File: src/rtl/scan_pkg.sv
// rtl/scan_pkg.sv - shared types and helpers for the scan-chain load/unload blocks
package scan_pkg;

    typedef enum logic {
        IDLE  = 1'b0,
        SHIFT = 1'b1
    } state_t;

    // Width of a frame counter shared by both ends of the scan interface.
    localparam int FRAME_CNT_W = 16;

    // Beat counter width: enough to index WIDTH beats, never narrower than one bit.
    function automatic int cnt_width(input int width);
        return (width <= 1) ? 1 : $clog2(width);
    endfunction

endpackage

File: src/rtl/scan_shreg.sv
// rtl/scan_shreg.sv - WIDTH-bit parallel-load shift register with selectable shift direction
module scan_shreg #(
    parameter int WIDTH     = 8,
    parameter bit LSB_FIRST = 1'b1
) (
    input  logic             clk,
    input  logic             rst,
    input  logic             load,
    input  logic             shift,
    input  logic [WIDTH-1:0] din,
    input  logic             sin,
    output logic [WIDTH-1:0] q,
    output logic             sout
);

    logic [WIDTH-1:0] shifted;

    // Shift toward the output end; sin enters at the opposite end.
    generate
        if (WIDTH == 1) begin : g_single
            assign shifted = sin;
        end else if (LSB_FIRST) begin : g_lsb
            assign shifted = {sin, q[WIDTH-1:1]};
        end else begin : g_msb
            assign shifted = {q[WIDTH-2:0], sin};
        end
    endgenerate

    assign sout = LSB_FIRST ? q[0] : q[WIDTH-1];

    // Register update: a parallel load wins over a shift.
    always_ff @(posedge clk or posedge rst) begin
        if (rst) begin
            q <= '0;
        end else if (load) begin
            q <= din;
        end else if (shift) begin
            q <= shifted;
        end
    end

endmodule

File: src/rtl/scan_chain_unloader.sv
// rtl/scan_chain_unloader.sv - captures a parallel word and streams it out serially
module scan_chain_unloader
    import scan_pkg::*;
#(
    parameter int WIDTH     = 8,
    parameter bit LSB_FIRST = 1'b1
) (
    input  logic                   clk,
    input  logic                   rst,
    input  logic                   cap_valid,
    output logic                   cap_ready,
    input  logic [WIDTH-1:0]       cap_data,
    output logic                   so,
    output logic                   so_valid,
    output logic                   so_last,
    input  logic                   so_ready,
    output logic [FRAME_CNT_W-1:0] frames_sent
);

    localparam int CNT_W = cnt_width(WIDTH);
    localparam logic [CNT_W-1:0] LAST_CNT = CNT_W'(WIDTH - 1);

    state_t           state;
    state_t           state_next;
    logic [CNT_W-1:0] cnt;
    logic             sout;
    logic             cap_fire;
    logic             beat;
    logic             shift;

    assign so_valid  = (state == SHIFT);
    assign so_last   = so_valid && (cnt == LAST_CNT);
    // After the final beat the register still holds that bit, so gate it off outside SHIFT.
    assign so        = so_valid && sout;
    assign cap_ready = !rst && ((state == IDLE) || (so_last && so_ready));
    assign cap_fire  = cap_valid && cap_ready;
    assign beat      = so_valid && so_ready;
    assign shift     = beat && !so_last;

    scan_shreg #(
        .WIDTH     (WIDTH),
        .LSB_FIRST (LSB_FIRST)
    ) u_shreg (
        .clk   (clk),
        .rst   (rst),
        .load  (cap_fire),
        .shift (shift),
        .din   (cap_data),
        .sin   (1'b0),
        .q     (),
        .sout  (sout)
    );

    // State register.
    always_ff @(posedge clk or posedge rst) begin
        if (rst) begin
            state <= IDLE;
        end else begin
            state <= state_next;
        end
    end

    // Next state: leave SHIFT after the last accepted beat unless a new word is ready.
    always_comb begin
        state_next = state;
        case (state)
            IDLE: begin
                if (cap_valid) begin
                    state_next = SHIFT;
                end
            end
            SHIFT: begin
                if (so_last && so_ready) begin
                    state_next = cap_valid ? SHIFT : IDLE;
                end
            end
            default: state_next = IDLE;
        endcase
    end

    // Beat counter: restarts on capture, advances on each accepted non-final beat.
    always_ff @(posedge clk or posedge rst) begin
        if (rst) begin
            cnt <= '0;
        end else if (cap_fire) begin
            cnt <= '0;
        end else if (shift) begin
            cnt <= cnt + CNT_W'(1);
        end
    end

    // Frame counter: one count per fully transmitted word, wrapping naturally.
    always_ff @(posedge clk or posedge rst) begin
        if (rst) begin
            frames_sent <= '0;
        end else if (beat && so_last) begin
            frames_sent <= frames_sent + FRAME_CNT_W'(1);
        end
    end

endmodule

File: config.mk
export PLATFORM = sky130hd
export DESIGN_NAME = scan_chain_unloader
export DESIGN_NICKNAME = d
export VERILOG_FILES = /design/src/rtl/scan_pkg.sv /design/src/rtl/scan_shreg.sv /design/src/rtl/scan_chain_unloader.sv
export SDC_FILE = /design/constraint.sdc
export NUM_CORES = 1
export LEC_CHECK = 0
export ABC_AREA = 1
export BUFFER_PORTS_ARGS = -buffer_cell sky130_fd_sc_hd__buf_2
export CAP_MARGIN = 0
export CORE_ASPECT_RATIO = 1.5
export CORE_MARGIN = 8
export CORE_UTILIZATION = 43
export CTS_CLUSTER_SIZE = 14
export DETAILED_ROUTE_END_ITERATION = 10
export GPL_ROUTABILITY_DRIVEN = 0
export GPL_TIMING_DRIVEN = 0
export PLACE_DENSITY = 0.66
export REMOVE_ABC_BUFFERS = 1
export SLEW_MARGIN = 20
export SYNTH_ARGS = -nofsm -noshare
export SYNTH_HDL_FRONTEND = slang
export SYNTH_SLANG_ARGS = --single-unit
File: constraint.sdc
create_clock -name clk -period 2.3 [get_ports clk]
set_input_delay 0.46 -clock clk [delete_from_list [all_inputs] [get_ports clk]]
set_output_delay 0.46 -clock clk [all_outputs]
set_load 0.1 [all_outputs]
# Word-level counts from Yosys, hierarchy flattened
# Cells that the tools add are included.
# classes
n_addsub	2
multipliers	0
div	0
order_cmp	0
eq_ne	1
shifts	0
mux	7
bitwise	1
n_reduce_logical	12
# ops
operator	count
$add 16x1->16 const B	1
$mux 8	2
$logic_and 1x1->1	8
$mux 3	2
$add 3x1->3 const B	1
$eq 3x3->1 const B	1
$logic_not 1->1	2
$mux 1	2
$pmux 1 s2	1
$reduce_bool 2->1	1
$logic_or 1x1->1	1
$not 1->1	1
# totals
regBits	28
latchBits	0
ramBits	0
mem_bits_ro	0
inputBits	12
out_inout_bits	20
word_cells	27
mem_count	0

# Logic depth before layout (Yosys ltp)
# Gate-level depths: netlist of run 1.
# depth
word_depth	7
ltp_mapped	10
ltp_nobuf	9

# By module
# A second synthesis of run 1 with hierarchy kept.
# hier_totals
hier_cells	178
hier_area_um2	1478.9
# by_module_without_submodules
mod	instances	cells_per_inst	area_per_inst_um2	seq_area_each_um2
scan_chain_unloader	1	132	1093.5	500.5
scan_shreg	1	46	385.4	200.2

# Worst setup path after synthesis of run 1
# No wires, ideal clock.
# synth_path
path_kind	reg-to-output
start	reg state (netlist: so_valid)
end	out cap_ready
t_arrival_ns	2.763
required_ns	1.840
slack_ns	-0.923
stages_incl_launch_ff	6
n_path_buf	1
cell_sequence	dfrtp_1 -> nand2_2 -> nor2_4 -> buf_6 -> nor2_1 -> nor2_1
# synth_via
elab_chain_len	4
word_cells_on_any_way	5
classes_between	bitwise: 1; reduce/logical: 4
# synth_lines
element	line_no	source
from (decl)	scan_chain_unloader.sv:23	state_t state;
from (signal assigned)	scan_chain_unloader.sv:59	state <= state_next;
$logic_and 1x1->1	scan_chain_unloader.sv:32	assign so_last = so_valid && (cnt == LAST_CNT);
$logic_and 1x1->1	scan_chain_unloader.sv:35	assign cap_ready = !rst && ((state == IDLE) || (so_last && so_ready));
$logic_or 1x1->1 (*)	scan_chain_unloader.sv:35	
$logic_and 1x1->1 (*)	scan_chain_unloader.sv:35	
to (decl)	scan_chain_unloader.sv:11	output logic cap_ready,
# Every way passes the cells marked *; elsewhere a longest branch is shown, timed or not.

# Worst setup path in the final report of run 1
# layout_path
start	reg cnt[0]
end	out cap_ready
# layout_via
elab_chain_len	5
# layout_lines
element	line_no	source
from (decl)	scan_chain_unloader.sv:25	logic [CNT_W-1:0] cnt;
from (signal assigned)	scan_chain_unloader.sv:88	cnt <= cnt + CNT_W'(1);
$eq 3x3->1	scan_chain_unloader.sv:32	
$logic_and 1x1->1	scan_chain_unloader.sv:32	
$logic_and 1x1->1	scan_chain_unloader.sv:35	
$logic_or 1x1->1	scan_chain_unloader.sv:35	
$logic_and 1x1->1	scan_chain_unloader.sv:35	
# Every way passes these cells.

==> flow_metrics.py, run 1 <==
metrics = {
    "outcome": {
        "outcome": "finished, final reports clean",
    },
    "routing": {
        "drcViolationCount": 0,
        "detailroute.via_count": 1199,
        "detail_route.vias_per_cell": 4.78,
        "drt-total-wl_um": 2980,
        "detailedRoute.firstPassIterationCount": 3,
        "detailedRoute.firstIterationViolations": 33,
        "detail-route-antenna-nets": 0,
        "wl_per_cell_um": 11.9,
    },
    "logic_synthesis": {
        "synthesis.instances": 176,
        "asyncSetResetFlopFracSynth": 1.00,
        "share_of_the_synthesized_area_in_the_top_cell_type": 0.479,
        "synth_enable_flop_cells": 0,
        "synth-seq-area-share": 0.479,
        "synthFlopType": "sky130_fd_sc_hd__dfrtp_1",
        "yosys-top-cells-area": "sky130_fd_sc_hd__dfrtp_1 (48%), sky130_fd_sc_hd__nand2_1 (15%), sky130_fd_sc_hd__nand3_1 (7.2%)",
        "largest_area_contributor_in_the_synthesized_netlist": "sky130_fd_sc_hd__dfrtp_1",
        "yosys_warnings": 0,
        "syn-mean-instance-area_um2": 8.30,
        "synth-seq-cells": 28,
        "mappedNetlistArea_um2": 1460,
        "netlist-cell-type-count": 24,
    },
    "pwr": {
        "p_leak_nw": 0.885,
        "max-vdd-ir-drop_mv": 0.566,
        "power.density_cell_area_nw_per_um2": 1030,
    },
    "die": {
        "initial_core_util": 0.440,
        "ios": 32,
        "floorplan.core_area_um2": 3320,
        "chipHeight_um": 87.4,
        "dieArea_um2": 5560,
        "row_count": 26,
        "fp.dieW_um": 63.6,
    },
    "clock_network": {
        "cts_made_buffers": 3,
        "cts_tree": "yes",
        "cts.sink_count": 28,
        "holdBufCountCts": 0,
        "clk_transition_reported_paths_ns": 0.09,
        "clock_network_latency_to_the_later_pin_of_the_worst_skew_pair_ns": 0.27,
        "clock_tree.buffer_depth": 2,
        "clock_tree.root_cell": "sky130_fd_sc_hd__clkbuf_8",
        "htree_num_levels": 1,
    },
    "cells_and_area": {
        "most-common-layout-cells": "sky130_fd_sc_hd__nand2_1 (57), sky130_fd_sc_hd__buf_2 (30), sky130_fd_sc_hd__dfrtp_1 (28)",
        "layout.cells.most_common": "sky130_fd_sc_hd__nand2_1",
        "layout-drive-gt1-share": 0.244,
        "areaGrowthSynthToFinish_pct": 17.6,
        "n_antenna_cell": 0,
        "final_cell_count_no_fill": 251,
        "fin_area_um2": 1720,
        "num-nets-final": 225,
        "n_fill_cell": 357,
        "final_core_utilization": 0.518,
    },
    "sta": {
        "worstMarginPinSlew_ns": 0.725,
        "fin_tns_setup_ns": 0,
        "achievable-frequency_ghz": 0.477,
        "slew_violations": 0,
        "finalCritPeriodShare": 0.912,
        "finalWorstPathRequiredPeriod_ns": 2.10,
        "final_skew_ns": 0.00334,
        "timing.max_slew.rel_slack": 0.515,
        "rsz0062_at_grt": "false",
        "setup_viol": 0,
        "postLayoutSetupSlackWorst_ns": 0.202,
        "report.final.hold_viol_count": 0,
    },
    "worst_setup_path": {
        "setup.worst_path.start_class": "register",
        "crit_path_max_fanout": 4,
        "critPathRequiredTime_ns": 1.84,
        "critical_path_class": "reg -> out",
        "worstPathArrival_ns": 1.64,
        "reg2reg_slack_ns": 0.29,
        "crit_end_category": "output port",
    },
    "place": {
        "dp.final_hpwl_um": 2310,
        "setup_slack_at_placement_ns": -0.304,
        "portBuffers": 31,
        "post-place-cells": 246,
        "post_dp_cell_area_um2": 1650,
    },
    "global_routing": {
        "grt.overflow.total": 0,
        "grt_usage": 0.122,
        "globalRouteMet3Util": 0.0258,
        "gr-max-usage-layer": "met2",
        "via_count_of_the_first_global_routing_pass": 1298,
        "met2_usage": 0.235,
        "antenna_found_initial": 0,
        "grt_start_max_net_pins": 30,
        "globalRouteMet1Util": 0.123,
        "grt_first_pass_wirelength_um": 5610,
    },
    "flow_run": {
        "max_cap_violations": 0,
    },
    "worst_hold_path": {
        "classification_of_the_worst_slack_hold_path": "in -> async",
    },
}
## critical path, stage by stage, from the launching register on
cell                      delay [ns]
sky130_fd_sc_hd__dfrtp_1        0.41
sky130_fd_sc_hd__ha_1           0.21
sky130_fd_sc_hd__ha_1           0.22
sky130_fd_sc_hd__inv_1          0.10
sky130_fd_sc_hd__nor2_4         0.04
sky130_fd_sc_hd__nor2_1         0.11
sky130_fd_sc_hd__nor2_1         0.05
sky130_fd_sc_hd__buf_4          0.23
## where the power goes
| group | total (mW) | internal [mW] | switching [mW] |
|---|---|---|---|
| logic | 0.768 | 0.160 | 0.608 |
| clock network | 0.307 | 0.153 | 0.153 |
| registers | 0.691 | 0.602 | 0.0893 |
## cells by family after synthesis
group / share of synthesized area
AND/OR/NAND/NOR: 0.360
buffers and inverters: 0.0651
XOR/XNOR: 0.0599
adder cells (fa/ha/maj): 0.0257
AO/OA/AOI/OAI: 0.0103
flip-flops: 0.479
## cell type report
cell class / count / area, um2 / area share
sequential: 28 / 701 / 0.408
tap: 42 / 52.6 / 0.0306
inverter: 19 / 75.1 / 0.0437
clock buffer: 4 / 55.1 / 0.0320
multi-input combinational: 126 / 671 / 0.390
timing repair buffer: 32 / 165 / 0.0961
## routing by layer
layer | part of all wire | vias to the layer above
met5 | 0 | -
met4 | 0.012 | 0
met3 | 0.037 | 4
met2 | 0.54 | 20
met1 | 0.41 | 552
li1 | - | 623
## path summary, 6_finish.rpt
kind | from | end | cells past startpoint
min in group clk | cap_data[7] | u_shreg.q[7]$_DFFE_PP0P_ | 3
max | cnt[0]$_DFFE_PP0P_ | cap_ready | 7
max reg2reg | cnt[0]$_DFFE_PP0P_ | cnt[1]$_DFFE_PP0P_ | 8
max in group asynchronous | rst | frames_sent[10]$_DFFE_PP0P_ | 2
min | rst | cnt[2]$_DFFE_PP0P_ | 2
min reg2reg | frames_sent[15]$_DFFE_PP0P_ | frames_sent[15]$_DFFE_PP0P_ | 2
## Yosys cell counts (2+ instances only)
cell,count
sky130_fd_sc_hd__nand2_2,3
sky130_fd_sc_hd__xor2_1,6
sky130_fd_sc_hd__nor2_2,2
sky130_fd_sc_hd__nand3_1,21
sky130_fd_sc_hd__inv_1,17
sky130_fd_sc_hd__nand4_1,5
sky130_fd_sc_hd__nor2_1,10
sky130_fd_sc_hd__xnor2_1,4
sky130_fd_sc_hd__ha_1,3
sky130_fd_sc_hd__o21ai_0,2
sky130_fd_sc_hd__nand2_1,57
sky130_fd_sc_hd__dfrtp_1,28
sky130_fd_sc_hd__nor3_1,4
sky130_fd_sc_hd__nor2_4,4
## state kept, by name (all words and copies together), names as in the netlist
name         cells
cnt              3
frames_sent     16
so_valid         1
u_shreg.q        8
## per-stage QoR
step                      hold WS (ns)  total power [mW]
after floorplan                  0.466              1.33
after global placement           0.477              1.46
after detailed placement         0.473              1.47
after CTS                        0.280              1.79
after global routing             0.322              1.88
final                            0.260              1.77
## timing repair
item	CTS	global route
resized for setup	2	1
buffers inserted	1	0
endpoints found under the setup margin	5	9
pin swaps	1	0
Note: power is estimated with default switching activity, not from simulation.
==> run 2, diff against run 1 <==
ABC_AREA = unset   (was 1)
PLACE_DENSITY = 0.67   (was 0.66)
==> run 2 against run 1 <==
Cell area down 10%. Register-to-register slack worse by 0.09 ns. Count of clock-buffer cells in the layout down 1. Die area down 9.6%. Hold slack better by 0.061 ns. Clock power up 21%. Sequential share of layout area up 4.6 points. Maximum frequency down 3.2%. Cell count down 27%. Setup slack worse by 0.069 ns. Sequential power down 2%. Critical path depth down 3. Critical path type unchanged. Critical endpoint is now so_last. Largest power group is now registers.
==> flow_metrics.py, run 2 <==
metrics = {
    "worst_setup_path": {
        "critical_path_class": "reg -> out",
        "crit_path_max_fanout": 6,
        "crit_path_cell_trace": "ha_1 > ha_1 > and2_1 > buf_2",
        "crit_path_frequent_cell": "sky130_fd_sc_hd__ha_1",
        "setup.worst_path.start_class": "register",
        "critPathBufInv": 1,
        "cell_family_with_most_cp_delay": "adder cells",
        "critPathRequiredTime_ns": 1.84,
        "peak_per_stage_delay_on_the_critical_path_ns": 0.42,
        "crit_end_category": "output port",
        "crit_path_max_delay_cell_type": "sky130_fd_sc_hd__buf_2",
        "worstPathArrival_ns": 1.71,
    },
    "die": {
        "ios": 32,
        "initial_core_util": 0.445,
        "row_count": 24,
        "fp.dieW_um": 60.6,
        "floorplan.core_area_um2": 2880,
        "chipHeight_um": 82.9,
        "dieArea_um2": 5030,
    },
    "clock_network": {
        "holdBufCountCts": 0,
        "clock_network_latency_to_the_later_pin_of_the_worst_skew_pair_ns": 0.26,
        "cts.sink_count": 28,
        "cts_tree": "yes",
        "htree_num_levels": 1,
        "cts_made_buffers": 3,
        "clk_transition_reported_paths_ns": 0.09,
        "clock_tree.buffer_depth": 2,
        "clock_tree.root_cell": "sky130_fd_sc_hd__clkbuf_8",
    },
    "routing": {
        "detailedRoute.firstIterationViolations": 18,
        "detailedRoute.firstPassIterationCount": 4,
        "detail-route-antenna-nets": 0,
        "detailroute.via_count": 908,
        "drt-total-wl_um": 2440,
        "drcViolationCount": 0,
        "wl_per_cell_um": 13.3,
        "detail_route.vias_per_cell": 4.96,
    },
    "outcome": {
        "outcome": "finished, final reports clean",
    },
    "global_routing": {
        "grt.overflow.total": 0,
        "antenna_found_initial": 0,
        "via_count_of_the_first_global_routing_pass": 1032,
        "grt_first_pass_wirelength_um": 4310,
        "grt_usage": 0.103,
        "grt_start_max_net_pins": 29,
    },
    "sta": {
        "timing.max_slew.rel_slack": 0.358,
        "postLayoutSetupSlackWorst_ns": 0.134,
        "finalWorstPathRequiredPeriod_ns": 2.17,
        "report.final.hold_viol_count": 0,
        "rsz0062_at_grt": "false",
        "finalCritPeriodShare": 0.942,
        "slew_violations": 0,
        "achievable-frequency_ghz": 0.462,
        "setup_viol": 0,
        "worstMarginPinSlew_ns": 0.957,
        "final_skew_ns": 0.00572,
    },
    "logic_synthesis": {
        "syn-mean-instance-area_um2": 11.6,
        "synthesis.instances": 111,
        "synth-seq-cells": 28,
        "synthFlopType": "sky130_fd_sc_hd__dfrtp_1",
        "share_of_the_synthesized_area_in_the_top_cell_type": 0.546,
        "yosys-top-cells-area": "sky130_fd_sc_hd__dfrtp_1 (55%), sky130_fd_sc_hd__xnor2_1 (9.6%), sky130_fd_sc_hd__a22o_1 (4.8%)",
        "asyncSetResetFlopFracSynth": 1.00,
        "most_instantiated_library_cell_after_synthesis": "sky130_fd_sc_hd__dfrtp_1",
        "synth_commonest_cells": "sky130_fd_sc_hd__dfrtp_1 (28), sky130_fd_sc_hd__xnor2_1 (14), sky130_fd_sc_hd__nand2_1 (11), sky130_fd_sc_hd__nor2_1 (8)",
        "mappedNetlistArea_um2": 1280,
        "yosys_warnings": 0,
        "netlist-cell-type-count": 24,
        "synth-seq-area-share": 0.546,
        "largest_area_contributor_in_the_synthesized_netlist": "sky130_fd_sc_hd__dfrtp_1",
        "synth_enable_flop_cells": 0,
    },
    "place": {
        "setup_slack_at_placement_ns": 0.0969,
        "portBuffers": 31,
        "dp.final_hpwl_um": 1930,
        "post-place-cells": 179,
    },
    "flow_run": {
        "max_cap_violations": 0,
    },
    "pwr": {
        "power.density_cell_area_nw_per_um2": 1100,
        "p_leak_nw": 0.818,
        "power.switching_uw": 691,
        "max-vdd-ir-drop_mv": 0.697,
        "switching_fraction": 0.407,
        "combPwrFrac": 0.380,
        "seqPwrFrac": 0.400,
        "internal_power_mw": 1.01,
        "clock_power_share": 0.220,
        "total_power_mw": 1.70,
    },
    "cells_and_area": {
        "num-nets-final": 160,
        "most-common-layout-cells": "sky130_fd_sc_hd__buf_2 (30), sky130_fd_sc_hd__dfrtp_1 (28), sky130_fd_sc_hd__xnor2_1 (14)",
        "final_cell_count_no_fill": 183,
        "final_core_utilization": 0.536,
        "areaGrowthSynthToFinish_pct": 20.4,
        "largest_register_ff_count": 16,
        "layout-drive-gt1-share": 0.278,
        "reg.largest.list": "frames_sent (16), u_shreg.q (8), cnt (3)",
        "layout.cells.most_common": "sky130_fd_sc_hd__buf_2",
        "regMostFlops": "frames_sent",
        "n_antenna_cell": 0,
    },
    "worst_hold_path": {
        "classification_of_the_worst_slack_hold_path": "in -> async",
    },
}
-- run 2: changes by cell type in the layout (fill, tap and decap cells not counted), sizes merged, moves of 2 or more --
cell,previous run,this run
nand2,60,12
inv,17,2
nand3,22,7
xnor2,4,14
a21o,0,7
a22o,0,7
nor2,16,9
nor3,5,1
xor2,6,2
and2,0,2
and3,0,2
mux2i,0,2
-- run 2: final timing paths --
check | start | endpoint | slack, ns | cells past startpoint
max in group asynchronous | rst | frames_sent[12]$_DFFE_PP0P_ | 1.54 | 2
hold / removal | rst | u_shreg.q[2]$_DFFE_PP0P_ | 0.32 | 2
setup reg to reg | cnt[0]$_DFFE_PP0P_ | u_shreg.q[0]$_DFFE_PP0P_ | 0.20 | 6
min in group clk | cap_data[7] | u_shreg.q[7]$_DFFE_PP0P_ | 0.40 | 3
setup / recovery | cnt[0]$_DFFE_PP0P_ | so_last | 0.13 | 4
hold reg to reg | u_shreg.q[3]$_DFFE_PP0P_ | u_shreg.q[3]$_DFFE_PP0P_ | 0.49 | 1
-- run 2: per-layer routing --
| layer | track usage | vias to the layer above | part of all wire |
|---|---|---|---|
| met4 | 0.0192 | 0 | 0 |
| met2 | 0.181 | 25 | 0.49 |
| met5 | 0 | - | 0 |
| li1 | - | 447 | - |
| met1 | 0.120 | 436 | 0.43 |
| met3 | 0.0278 | 0 | 0.077 |
-- run 2: per-stage QoR --
stage / setup TNS [ns] / hold slack, ns / cell area (um2)
global route: 0 / 0.376 / 1550
global placement: 0 / 0.458 / 1470
detailed placement: 0 / 0.472 / 1470
floorplan: -0.834 / 0.441 / 1260
finish: 0 / 0.321 / 1550
CTS: 0 / 0.400 / 1540
-- run 2: cell families after synthesis --
family | after synthesis | share of synthesized area
AO/OA/AOI/OAI | 18 | 0.116
XOR/XNOR | 16 | 0.109
adder cells (fa/ha/maj) | 3 | 0.0292
buffers and inverters | 5 | 0.0234
flip-flops | 28 | 0.546
multiplexers | 2 | 0.0156
AND/OR/NAND/NOR | 39 | 0.161
-- run 2: timing repair --
| action | in CTS | in global routing |
|---|---|---|
| setup buffers | 0 | 0 |
| setup endpoints to repair | 0 | 8 |
| gates resized for setup | 0 | 3 |
-- run 2: worst register-to-register path, cell delays in order (launching register included) --
cell                       delay (ns)
sky130_fd_sc_hd__dfrtp_1         0.38
sky130_fd_sc_hd__ha_1            0.17
sky130_fd_sc_hd__ha_1            0.30
sky130_fd_sc_hd__nand2_2         0.13
sky130_fd_sc_hd__a211oi_4        0.55
sky130_fd_sc_hd__nor2_1          0.25
sky130_fd_sc_hd__a21o_1          0.23
-- run 2: cell type report --
cell class	instances	area (um2)
fillers	270	1340
flip-flops and latches	28	701
multi-input cells	78	556
repair buffers	31	158
well taps	39	48.8
clock buffers	3	41.3
clock inverters	1	30.0
inverters	3	11.3
-- run 2: power by group through the flow --
| stage | Combinational (mW) | Clock (mW) | Sequential, mW |
|---|---|---|---|
| 2_1_floorplan | 0.364 | 0 | 0.854 |
| 3_3_place_gp | 0.636 | 0 | 0.681 |
| 3_5_place_dp | 0.652 | 0 | 0.690 |
| 4_1_cts | 0.655 | 0.386 | 0.679 |
| 5_1_grt | 0.699 | 0.401 | 0.693 |
| 6_report | 0.646 | 0.373 | 0.679 |
==> run 3, diff against run 2 <==
CELL_PAD_IN_SITES_DETAIL_PLACEMENT = 0   (was unset)
CELL_PAD_IN_SITES_GLOBAL_PLACEMENT = 1   (was unset)
CORE_ASPECT_RATIO = unset   (was 1.5)
CORE_MARGIN = unset   (was 8)
PLACE_DENSITY = unset   (was 0.67)
PLACE_DENSITY_LB_ADDON = 0.1   (was unset)
==> run 3 against run 2 <==
Highest routed layer is now met4. Largest cell class unchanged. Sequential cell count unchanged. Critical path type unchanged. Critical path depth increased by 1. Cell count decreased by 4.9%. Maximum frequency increased by 1.5%. Die area decreased by 36%. Clock power decreased by 47%. Sequential power about the same. Clock skew about the same. Register-to-register slack improved by 0.03 ns. Sequential share of layout area increased by 1.5 points. Combinational power increased by 0.6%. Setup slack improved by 0.032 ns.
==> flow_metrics.py, run 3 (synthesis results as in run 2) <==
metrics = {
    "global_routing": {
        "grt_start_max_net_pins": 29,
        "antenna_found_initial": 0,
        "grt.overflow.total": 0,
        "grt_usage": 0.155,
        "via_count_of_the_first_global_routing_pass": 886,
        "grt_first_pass_wirelength_um": 3870,
    },
    "die": {
        "fp.dieW_um": 56.6,
        "floorplan.core_area_um2": 2780,
        "row_count": 19,
        "initial_core_util": 0.462,
        "dieArea_um2": 3210,
        "ios": 32,
        "chipHeight_um": 56.6,
    },
    "clock_network": {
        "clock_tree.buffer_depth": 2,
        "cts_tree": "yes",
        "clock_tree.root_cell": "sky130_fd_sc_hd__clkbuf_4",
        "clock_network_latency_to_the_later_pin_of_the_worst_skew_pair_ns": 0.32,
        "cts.sink_count": 28,
        "cts_made_buffers": 3,
        "htree_num_levels": 1,
        "clk_transition_reported_paths_ns": 0.14,
        "cts.repair_timing.setup_buffer_count": 0,
    },
    "cells_and_area": {
        "largest_register_ff_count": 16,
        "layout-drive-gt1-share": 0.287,
        "reg.largest.list": "frames_sent (16), u_shreg.q (8), cnt (3)",
        "areaGrowthSynthToFinish_pct": 16.5,
        "regMostFlops": "frames_sent",
        "final_cell_count_no_fill": 174,
        "n_antenna_cell": 0,
        "layout.cells.most_common": "sky130_fd_sc_hd__buf_2",
        "num-nets-final": 160,
        "most-common-layout-cells": "sky130_fd_sc_hd__buf_2 (29), sky130_fd_sc_hd__dfrtp_1 (28), sky130_fd_sc_hd__xnor2_1 (14)",
    },
    "sta": {
        "rsz0062_at_grt": "false",
        "report.final.hold_viol_count": 0,
        "postLayoutSetupSlackWorst_ns": 0.166,
        "timing.max_slew.rel_slack": 0.607,
        "final_skew_ns": 0.00540,
        "finalCritPeriodShare": 0.928,
        "fin_tns_setup_ns": 0,
        "worstMarginPinSlew_ns": 0.588,
        "slew_violations": 0,
        "finalWorstPathRequiredPeriod_ns": 2.13,
        "achievable-frequency_ghz": 0.469,
        "setup_viol": 0,
    },
    "worst_setup_path": {
        "crit_path_max_fanout": 6,
        "reg2reg_slack_ns": 0.23,
        "critPathRequiredTime_ns": 1.84,
        "setup.worst_path.start_class": "register",
        "worstPathArrival_ns": 1.67,
        "critical_path_class": "reg -> out",
        "crit_end_category": "output port",
    },
    "routing": {
        "wl_per_cell_um": 12.9,
        "detail-route-antenna-nets": 0,
        "detailedRoute.firstPassIterationCount": 4,
        "drt-total-wl_um": 2250,
        "drcViolationCount": 0,
        "detailedRoute.firstIterationViolations": 22,
        "detailroute.via_count": 911,
        "detail_route.vias_per_cell": 5.24,
    },
    "worst_hold_path": {
        "classification_of_the_worst_slack_hold_path": "in -> async",
    },
    "place": {
        "setup_slack_at_placement_ns": 0.0937,
        "portBuffers": 31,
        "post-place-cells": 171,
        "dp.final_hpwl_um": 1650,
    },
    "pwr": {
        "power.density_cell_area_nw_per_um2": 1020,
        "p_leak_nw": 0.797,
        "max-vdd-ir-drop_mv": 0.768,
    },
    "flow_run": {
        "max_cap_violations": 0,
    },
    "outcome": {
        "outcome": "finished, final reports clean",
    },
}
run 3: report_power, final:
group	leakage (nW)	switching [mW]	internal [mW]
logic	0.416	0.467	0.183
clock network	0.0138	0.136	0.0613
registers	0.368	0.0821	0.597
total	0.797	0.685	0.841
run 3: final timing paths:
path,from,end,depth (start not counted)
max in group asynchronous,rst,u_shreg.q[5]$_DFFE_PP0P_,2
max reg2reg,cnt[0]$_DFFE_PP0P_,u_shreg.q[4]$_DFFE_PP0P_,6
max,cnt[0]$_DFFE_PP0P_,cap_ready,5
min in group clk,cap_data[7],u_shreg.q[7]$_DFFE_PP0P_,3
min,rst,frames_sent[0]$_DFFE_PP0P_,2
min reg2reg,frames_sent[15]$_DFFE_PP0P_,frames_sent[15]$_DFFE_PP0P_,1
run 3: worst max-delay path, stage by stage, from the launching register on:
cell and delay (ns):
sky130_fd_sc_hd__dfrtp_1 0.40, sky130_fd_sc_hd__ha_1 0.17, sky130_fd_sc_hd__ha_2 0.25, sky130_fd_sc_hd__nand2_2 0.10, sky130_fd_sc_hd__a21oi_1 0.19, sky130_fd_sc_hd__buf_6 0.25
run 3: cell type report:
cell class                      instances  area [um2]
Tap cell                               31        38.8
Clock buffer                            3        22.5
Inverter                                3        11.3
Sequential cell                        28         701
Multi-Input combinational cell         78         558
Timing Repair Buffer                   31         164
Fill cell                             260        1290
run 3: through the flow:
stage / total power, mW / utilization / hold slack, ns / cell area (um2)
CTS: 1.53 / 0.534 / 0.342 / 1480
finish: 1.53 / 0.538 / 0.210 / 1500
global placement: 1.31 / 0.525 / 0.457 / 1460
floorplan: 1.22 / - / 0.441 / 1260
global route: 1.61 / 0.538 / 0.258 / 1500
detailed placement: 1.33 / 0.525 / 0.468 / 1460
run 3: routing by layer:
metal / vias to the layer above / GRT usage / routed length [um]
met4: 0 / 0.0523 / 19
li1: 454 / - / -
met2: 21 / 0.242 / 978
met5: - / 0 / 0
met1: 434 / 0.216 / 1160
met3: 2 / 0.0323 / 94
run 3: timing repair:
item,in CTS,in global routing
hold buffers,0,0
endpoints found under the hold margin,0,0
pin swaps,0,1
setup endpoints to repair,1,9
gates resized for setup,1,4
